**src/rtl/uart_pkg.sv**
```systemverilog
// uart_pkg: definitions shared by the UART transmitter and the future receiver.
//   uart_tx_state_t : transmitter FSM state encoding
//   UART_DATA_BITS  : data bits per frame
//   even_parity()   : XOR reduction of a data byte
package uart_pkg;

    localparam int unsigned UART_DATA_BITS = 8;

    typedef enum logic [2:0] {
        StIdle   = 3'd0,
        StStart  = 3'd1,
        StData   = 3'd2,
        StParity = 3'd3,
        StStop   = 3'd4
    } uart_tx_state_t;

    function automatic logic even_parity(input logic [UART_DATA_BITS-1:0] dat);
        return ^dat;
    endfunction

endpackage

```
**src/rtl/uart_baud_cnt.sv**
```systemverilog
// uart_baud_cnt: divide-by-CLKS_PER_BIT counter marking serial bit boundaries.
// Ports:
//   i_clk     : clock, rising edge
//   i_reset   : synchronous active-high reset
//   i_clr     : synchronous clear, restarts the current bit
//   o_bit_end : high in the last cycle of each bit (counter at CLKS_PER_BIT-1)
module uart_baud_cnt #(
    parameter int unsigned CLKS_PER_BIT = 104
) (
    input  logic i_clk,
    input  logic i_reset,
    input  logic i_clr,
    output logic o_bit_end
);

    localparam int unsigned CntW = $clog2(CLKS_PER_BIT);
    localparam logic [CntW-1:0] CntLast = CntW'(CLKS_PER_BIT - 1);

    logic [CntW-1:0] cnt_q, cnt_d;

    always_comb begin
        cnt_d = cnt_q + 1'b1;
        if (i_clr || (cnt_q == CntLast)) begin
            cnt_d = '0;
        end
    end

    always_ff @(posedge i_clk) begin
        if (i_reset) begin
            cnt_q <= '0;
        end else begin
            cnt_q <= cnt_d;
        end
    end

    assign o_bit_end = (cnt_q == CntLast);

endmodule

```
**src/rtl/uart_tx_pop.sv**
```systemverilog
// uart_tx_pop: UART transmitter that pops bytes from an upstream FIFO and
// shifts them out LSB first as 8N1 frames (optional even parity, 1 or 2 stops).
// Optional feature macro: UART_TX_PARITY_EN (adds an even-parity bit after data).
// Ports:
//   i_clk   : clock, rising edge
//   i_reset : synchronous active-high reset
//   i_dat   : FIFO head byte, valid while i_empty = 0
//   i_empty : FIFO empty flag
//   o_pop   : single-cycle pop strobe, asserted in the load cycle
//   o_tx    : serial line, idles high
//   o_busy  : high whenever the FSM is not idle
module uart_tx_pop
    import uart_pkg::*;
#(
    parameter int unsigned CLKS_PER_BIT = 104,
    parameter int unsigned STOP_BITS    = 1
) (
    input  logic       i_clk,
    input  logic       i_reset,
    input  logic [7:0] i_dat,
    input  logic       i_empty,
    output logic       o_pop,
    output logic       o_tx,
    output logic       o_busy
);

    localparam int unsigned BitCntW = $clog2(UART_DATA_BITS);
    localparam logic [BitCntW-1:0] LastDataBit = BitCntW'(UART_DATA_BITS - 1);
    localparam logic [BitCntW-1:0] LastStopBit = BitCntW'(STOP_BITS - 1);

    uart_tx_state_t      state_q, state_d;
    logic [7:0]          shift_q, shift_d;
    logic [BitCntW-1:0]  bit_cnt_q, bit_cnt_d;
    logic                tx_q, tx_d;
    logic                load;
    logic                bit_end;
    logic                baud_clr;
`ifdef UART_TX_PARITY_EN
    logic                parity_q, parity_d;
`endif

    // Held clear while idle so the first bit of a frame is a full CLKS_PER_BIT long.
    assign baud_clr = load || (state_q == StIdle);

    uart_baud_cnt #(
        .CLKS_PER_BIT (CLKS_PER_BIT)
    ) u_baud_cnt (
        .i_clk     (i_clk),
        .i_reset   (i_reset),
        .i_clr     (baud_clr),
        .o_bit_end (bit_end)
    );

    // tx_d is the line level for the next cycle, so o_tx is a plain flop output.
    always_comb begin
        state_d   = state_q;
        shift_d   = shift_q;
        bit_cnt_d = bit_cnt_q;
        tx_d      = tx_q;
        load      = 1'b0;
`ifdef UART_TX_PARITY_EN
        parity_d  = parity_q;
`endif
        case (state_q)
            StIdle: begin
                tx_d = 1'b1;
                load = !i_empty;
            end
            StStart: begin
                if (bit_end) begin
                    state_d = StData;
                    tx_d    = shift_q[0];
                end
            end
            StData: begin
                if (bit_end) begin
                    // Counter wraps to zero after the last data bit, ready for STOP.
                    bit_cnt_d = bit_cnt_q + 1'b1;
                    if (bit_cnt_q == LastDataBit) begin
`ifdef UART_TX_PARITY_EN
                        state_d = StParity;
                        tx_d    = parity_q;
`else
                        state_d = StStop;
                        tx_d    = 1'b1;
`endif
                    end else begin
                        shift_d = {1'b0, shift_q[7:1]};
                        tx_d    = shift_q[1];
                    end
                end
            end
`ifdef UART_TX_PARITY_EN
            StParity: begin
                if (bit_end) begin
                    state_d = StStop;
                    tx_d    = 1'b1;
                end
            end
`endif
            StStop: begin
                tx_d = 1'b1;
                if (bit_end) begin
                    if (bit_cnt_q == LastStopBit) begin
                        if (i_empty) begin
                            state_d = StIdle;
                        end else begin
                            load = 1'b1;
                        end
                    end else begin
                        bit_cnt_d = bit_cnt_q + 1'b1;
                    end
                end
            end
            default: begin
                state_d = StIdle;
                tx_d    = 1'b1;
            end
        endcase

        // No pop may be issued while reset is held.
        if (i_reset) begin
            load = 1'b0;
        end

        if (load) begin
            state_d   = StStart;
            shift_d   = i_dat;
            bit_cnt_d = '0;
            tx_d      = 1'b0;
`ifdef UART_TX_PARITY_EN
            parity_d  = even_parity(i_dat);
`endif
        end
    end

    always_ff @(posedge i_clk) begin
        if (i_reset) begin
            state_q   <= StIdle;
            shift_q   <= '0;
            bit_cnt_q <= '0;
            tx_q      <= 1'b1;
`ifdef UART_TX_PARITY_EN
            parity_q  <= 1'b0;
`endif
        end else begin
            state_q   <= state_d;
            shift_q   <= shift_d;
            bit_cnt_q <= bit_cnt_d;
            tx_q      <= tx_d;
`ifdef UART_TX_PARITY_EN
            parity_q  <= parity_d;
`endif
        end
    end

    assign o_pop  = load;
    assign o_tx   = tx_q;
    assign o_busy = (state_q != StIdle);

endmodule

```
**config.mk**
```make
export PLATFORM = sky130hd
export DESIGN_NAME = uart_tx_pop
export DESIGN_NICKNAME = d
export VERILOG_FILES = /design/src/rtl/uart_pkg.sv /design/src/rtl/uart_baud_cnt.sv /design/src/rtl/uart_tx_pop.sv
export SDC_FILE = /design/constraint.sdc
export NUM_CORES = 1
export LEC_CHECK = 0
export ABC_CLOCK_PERIOD_IN_PS = 3900
export CAP_MARGIN = 5
export CORE_UTILIZATION = 40
export CTS_BUF_LIST = sky130_fd_sc_hd__clkbuf_4 sky130_fd_sc_hd__clkbuf_8
export CTS_CLUSTER_SIZE = 20
export DETAILED_ROUTE_END_ITERATION = 10
export GPL_ROUTABILITY_DRIVEN = 0
export PLACE_DENSITY_LB_ADDON = 0.12
export SYNTH_ARGS = -nofsm -noshare
export SYNTH_HDL_FRONTEND = slang
export SYNTH_SLANG_ARGS = --single-unit
export TNS_END_PERCENT = 20
```
**constraint.sdc**
```tcl
create_clock -name i_clk -period 3.9 [get_ports i_clk]
set_input_delay 0.39 -clock i_clk [delete_from_list [all_inputs] [get_ports i_clk]]
set_output_delay 0.39 -clock i_clk [all_outputs]
set_load 0.05 [all_outputs]
```
==> results of run 1 <==
-- path summary, 6_finish.rpt --
path / to / startpoint / slack, ns
worst max-delay path: o_pop / u_baud_cnt.cnt_q[0] / 0.79
worst min-delay path: u_baud_cnt.cnt_q[0] / u_baud_cnt.cnt_q[0] / 0.46
worst max register to register: shift_q[5] / u_baud_cnt.cnt_q[3] / 2.01
worst min register to register: u_baud_cnt.cnt_q[0] / u_baud_cnt.cnt_q[0] / 0.46
-- state kept, by name (all words and copies together) (netlist names) --
| register | count |
|---|---|
| shift_q | 8 |
| u_baud_cnt.cnt_q | 7 |
| bit_cnt_q | 3 |
| state_q | 3 |
| o_tx | 1 |
-- layout by cell type, fill, tap and decap left out, types with 2 or more instances in the layout --
cell	n
a21oi_1	9
nand3_1	8
a22oi_1	4
nand3b_1	2
xnor2_1	3
clkbuf_4	3
nor2b_1	2
ha_1	4
o21ai_0	3
nor3_1	4
o211ai_1	5
dfxtp_1	22
nand2_1	11
o21bai_1	2
nand2b_1	2
inv_1	5
and3_1	2
nor2_1	12
or3_1	2
nor4b_1	4
clkdlybuf4s50_1	13
xor2_1	3
a311oi_1	3
a31oi_1	2
-- logic make-up after synthesis --
logic type,synth area share
xor gates and xnor gates,0.04380
DFF,0.3670
and+or+nand+nor,0.2555
AOI/OAI and AO/OA,0.2294
adders and majority gates,0.04171
buffers and inverters,0.06256
-- worst reg2reg max path, stage by stage, from the launching register on --
cell and delay, ns:
dfxtp_1 0.38, nor3b_2 0.60, and3_1 0.44, nand2_1 0.10, a311oi_1 0.28
-- layer usage --
layer  part of all wire  vias to the layer above  routed length [um]  global-route usage
li1                   -                      521                   -                   -
met1               0.48                      465                1182              0.2141
met2               0.46                       21                1146              0.2602
met3              0.051                        2                 126             0.05300
met4             0.0077                        0                  19             0.06620
met5                  0                        -                   0                   0
-- through the flow --
stage | hold slack [ns] | power (uW) | cell area, sq um | worst slack (ns) | instances
2_1_floorplan | 0.4175 | 277.8 | 1200 | 1.649 | 136
3_3_place_gp | 0.4343 | 298.5 | 1316 | 0.9416 | 173
3_5_place_dp | 0.4516 | 298.2 | 1316 | 0.8862 | 173
4_1_cts | 0.4692 | 475.1 | 1369 | 0.7481 | 177
5_1_grt | 0.4827 | 488.3 | 1369 | 0.6069 | 177
6_report | 0.4589 | 468.0 | 1369 | 0.7875 | 177
-- layout make-up --
| class | count | area, sq um |
|---|---|---|
| clock inverters | 1 | 30.03 |
| well taps | 31 | 38.79 |
| repair buffers | 13 | 130.1 |
| multi-input cells | 101 | 684.4 |
| fillers | 282 | 1436 |
| inverters | 6 | 22.52 |
| flip-flops and latches | 22 | 440.4 |
| clock buffers | 3 | 22.52 |
-- report_power, final --
group,switching (uW),internal [uW]
sequential,8.20,233
combinational,27.1,24.7
clock,70.9,104
total,106,362
==> results.json, run 1 <==
{
  "outcome": "finished with violations",
  "violations": "design-rule violations",
  "fin_util": 0.4880,
  "syn_area_per_cell_sq_um": 8.823,
  "finalMaxSlewViolations": 0,
  "syn_to_final_growth_pct": 14.08,
  "path_depth": 6,
  "drt_pass1_iterations": 7,
  "synth_top_area_share": 0.3670,
  "die_h_um": 56.77,
  "ys.flop_type": "dfxtp_1",
  "synth_edf_count": 0,
  "clk_pin_slew_ns": 0.12,
  "root_buffer": "clkbuf_4",
  "min_path_cells": 1,
  "yosysSeqAreaShare": 0.3670,
  "ys_warn_count": 0,
  "grt_first_pass_wirelength_um": 4153,
  "grt_max_degree": 16,
  "cts_resized": 0,
  "cp_top_family": "buffers and inverters",
  "io_pins": 14,
  "cpPeakStageDelay_ns": 0.81,
  "cts_buffers": 3,
  "overflow": 0,
  "critPathSlowestCell": "clkdlybuf4s50_1",
  "synthCells": 136,
  "netlist-cell-type-count": 40,
  "hold_violations": 0,
  "row_count": 19,
  "grt_pass1_vias": 939,
  "vias_per_cell": 5.701,
  "fin_crit_ns": 3.113,
  "first_iter_violations": 45,
  "cp_max_fo": 12,
  "irDropWorstVdd_mv": 0.1699,
  "skew_ns": 0.01123,
  "crit_type": "flip-flop to output port",
  "diodes": 0,
  "layout-drive-gt1-share": 0.08904,
  "netlist_area_sq_mm": 0.001200,
  "fin_tns_setup_ns": 0,
  "ys_top_cells_by_area": "dfxtp_1 (37%), ha_1 (4.2%), a21oi_1 (3.8%)",
  "rsz0062_at_grt": "false",
  "drt_wl_total_um": 2474,
  "tightest_slew_ns": 0.6757,
  "die_w_um": 56.77,
  "slew_headroom": 0.5476,
  "synthTopCellsByCount": "dfxtp_1 (22), nor2_1 (12), nand2_1 (11)",
  "htreeDepth": 1,
  "hpwl_um": 1776,
  "startpoint_type": "flip-flop",
  "antenna_left": 0,
  "hold_path.class": "flip-flop to flip-flop",
  "worstPathArrival_ns": 2.72,
  "cp_data_required_time_ns": 3.51,
  "cts_tree": "done",
  "post_cts_buffers": 0,
  "drc_errors": 2,
  "r2r_cells": 4,
  "cp_num_buf_inv": 1,
  "cts_max_path_buffers": 2,
  "antenna_found_initial": 0,
  "clock_latency_ns": 0.31,
  "async_flop_share": 0,
  "yosysTopAreaCell": "dfxtp_1",
  "via_count": 1009,
  "ys_ff_latch": 22,
  "cts.sinks": 22,
  "port_buffers": 13,
  "setup_violations": 0,
  "maxCapViolCount": 0,
  "powerDensity_mw_per_mm2": 341.9,
  "max_freq_ghz": 0.3213,
  "worstSetupEndpointType": "output port",
  "hold_buffers": 0,
  "dieArea_sq_mm": 0.003223,
  "coreArea_sq_mm": 0.002805,
  "leakage_uw": 0.0004640,
  "nets": 162,
  "synth_most_common_cell": "dfxtp_1",
  "path_cells": "ha_1 > and3_1 > a31o_2 > nand2_1 > nor2_1 > clkdlybuf4s50_1",
  "syn_nets": 151,
  "finalCritPeriodShare": 0.7981,
  "start_util": 0.4277,
  "grt_use_total": 0.1672,
  "wl_per_cell_um": 13.98
}
Power figures use the tool's default switching activity.
==> inputs of run 2 (changes only) <==
ABC_CLOCK_PERIOD_IN_PS = 2780   (was 3900)
clock period = 2.78 ns   (was 3.9 ns; I/O delays follow)
==> run 2 against run 1 <==
Net effect:
- total power grew 41%
- largest cell class unchanged
- via count grew 0.89%
- highest routed layer unchanged
- register-to-register slack lost 1.1 ns
- the run still ends with design-rule violations left
- flip-flop and latch count is the same
- global-route usage grew 1.3 points
- first-iteration DRC count shrank 6.7%
- hold slack gained 0.0046 ns
- worst setup slack lost 0.47 ns
- non-clock buffer count grew 1
- clock-buffer cell count is the same
- routed wire length grew 5.3%
==> results.json, run 2 (same netlist as run 1, synthesis figures left out) <==
{
  "outcome": "finished with violations",
  "violations": "design-rule violations",
  "max_freq_ghz": 0.4069,
  "wl_per_cell_um": 14.63,
  "overflow": 0,
  "hpwl_um": 1868,
  "antenna_found_initial": 0,
  "cts_max_path_buffers": 2,
  "first_iter_violations": 42,
  "coreArea_sq_mm": 0.002805,
  "antenna_left": 0,
  "wl_met1_um": 1263,
  "drt_pass1_iterations": 7,
  "fin_crit_ns": 2.458,
  "row_count": 19,
  "diodes": 0,
  "r2r_cells": 5,
  "finalWorstSetupSlack_ns": 0.3221,
  "dieArea_sq_mm": 0.003223,
  "wl_met3_um": 75,
  "mostFrequentLayoutCell": "dfxtp_1",
  "worstSetupEndpointType": "output port",
  "cts_buffers": 3,
  "die_w_um": 56.77,
  "cp_max_fo": 12,
  "grt_use_total": 0.1806,
  "top_regs": "shift_q: 8 flops, u_baud_cnt.cnt_q: 7 flops",
  "worstPathArrival_ns": 2.18,
  "finalCritPeriodShare": 0.8841,
  "htreeDepth": 1,
  "clk_pin_slew_ns": 0.12,
  "die_h_um": 56.77,
  "largest_reg_flops": 8,
  "min_path_cells": 1,
  "final_cell_mix": "dfxtp_1 (22), nor2_1 (12), clkdlybuf4s50_1 (12)",
  "hold_ws_ns": 0.4635,
  "grt_first_pass_wirelength_um": 4574,
  "drc_errors": 2,
  "syn_to_final_growth_pct": 15.54,
  "rsz0062_at_grt": "false",
  "skew_ns": 0.01669,
  "post_cts_buffers": 0,
  "drt_wl_total_um": 2604,
  "crit_type": "flip-flop to output port",
  "hold_violations": 0,
  "fin_tns_setup_ns": 0,
  "startpoint_type": "flip-flop",
  "cp_num_buf_inv": 1,
  "hold_path_end": "u_baud_cnt.cnt_q[0]",
  "tightest_slew_ns": 0.5729,
  "irDropWorstVdd_mv": 0.2876,
  "cts_tree": "done",
  "critPathSlowestCell": "and3_1",
  "slew_headroom": 0.6175,
  "top_layer": "met4",
  "via_count": 1018,
  "setup_violations": 0,
  "met2_length_um": 1246,
  "io_pins": 14,
  "power.total_uw": 661.9,
  "grt_max_degree": 16,
  "dp_slack_ns": 0.5507,
  "rr_endpoint": "shift_q[5]",
  "cpPeakStageDelay_ns": 0.44,
  "nets": 163,
  "leakage_uw": 0.0004745,
  "hold_path.class": "flip-flop to flip-flop",
  "layout-drive-gt1-share": 0.1020,
  "maxCapViolCount": 0,
  "cts_resized": 0,
  "cp_data_required_time_ns": 2.50,
  "root_buffer": "clkbuf_4",
  "vias_per_cell": 5.719,
  "port_buffers": 13,
  "r2r_start": "u_baud_cnt.cnt_q[0]",
  "finalMaxSlewViolations": 0,
  "clock_latency_ns": 0.32,
  "start_util": 0.4277,
  "fin_util": 0.4942,
  "hp-start": "u_baud_cnt.cnt_q[0]",
  "grt_pass1_vias": 1015,
  "cts.sinks": 22,
  "cp_top_family": "simple AND/OR/NAND/NOR gates",
  "path_cells": "ha_1 > and3_1 > a31o_2 > nand2_1 > nor2_1 > buf_12",
  "powerDensity_mw_per_mm2": 477.5,
  "rrSetupSlack_ns": 0.87,
  "hold_buffers": 0,
  "regMostFlops": "shift_q"
}
==> run 2: cell count changes in the layout (fill, tap and decap cells not counted), sizes merged <==
cell           previous run  this run
buf                       0         2
clkdlybuf4s50            13        12
==> run 2: power breakdown <==
part / internal [uW] / leakage (uW) / switching, uW
clock network: 146 / 0.0000279 / 101
registers: 327 / 0.000179 / 12.1
logic: 36.5 / 0.000267 / 39.1
==> run 2: metal layers <==
layer,vias to the layer above,track usage
li1,518,-
met3,2,0.04608
met5,-,0
met1,487,0.2380
met2,11,0.3044
met4,0,0.02439
==> run 2: area by class of cell <==
class / count / area, sq um
Clock buffer: 3 / 22.52
Clock inverter: 1 / 30.03
Fill cell: 278 / 1419
Inverter: 6 / 22.52
Multi-Input combinational cell: 101 / 684.4
Sequential cell: 22 / 440.4
Tap cell: 31 / 38.79
Timing Repair Buffer: 14 / 147.6
==> run 2: worst max path at each step <==
stage	from	to	slack [ns]	depth (start not counted)
final	u_baud_cnt.cnt_q[0]	o_pop	0.32	6
after global routing	u_baud_cnt.cnt_q[0]	o_pop	0.15	6
after CTS	u_baud_cnt.cnt_q[0]	o_pop	0.31	6
after global placement	i_empty	o_pop	0.61	6
after floorplan	bit_cnt_q[0]	o_pop	0.64	6
after detailed placement	i_empty	o_pop	0.55	6
==> run 2: stage by stage <==
step | instances | area (sq um)
after floorplan | 136 | 1200
after global placement | 174 | 1334
after detailed placement | 174 | 1334
after CTS | 178 | 1386
after global routing | 178 | 1386
final | 178 | 1386
==> inputs of run 3 (changes only) <==
GPL_TIMING_DRIVEN = 1   (was default)
==> results of run 3 <==
Final layout, timing and power as in run 2 (identical DEF).
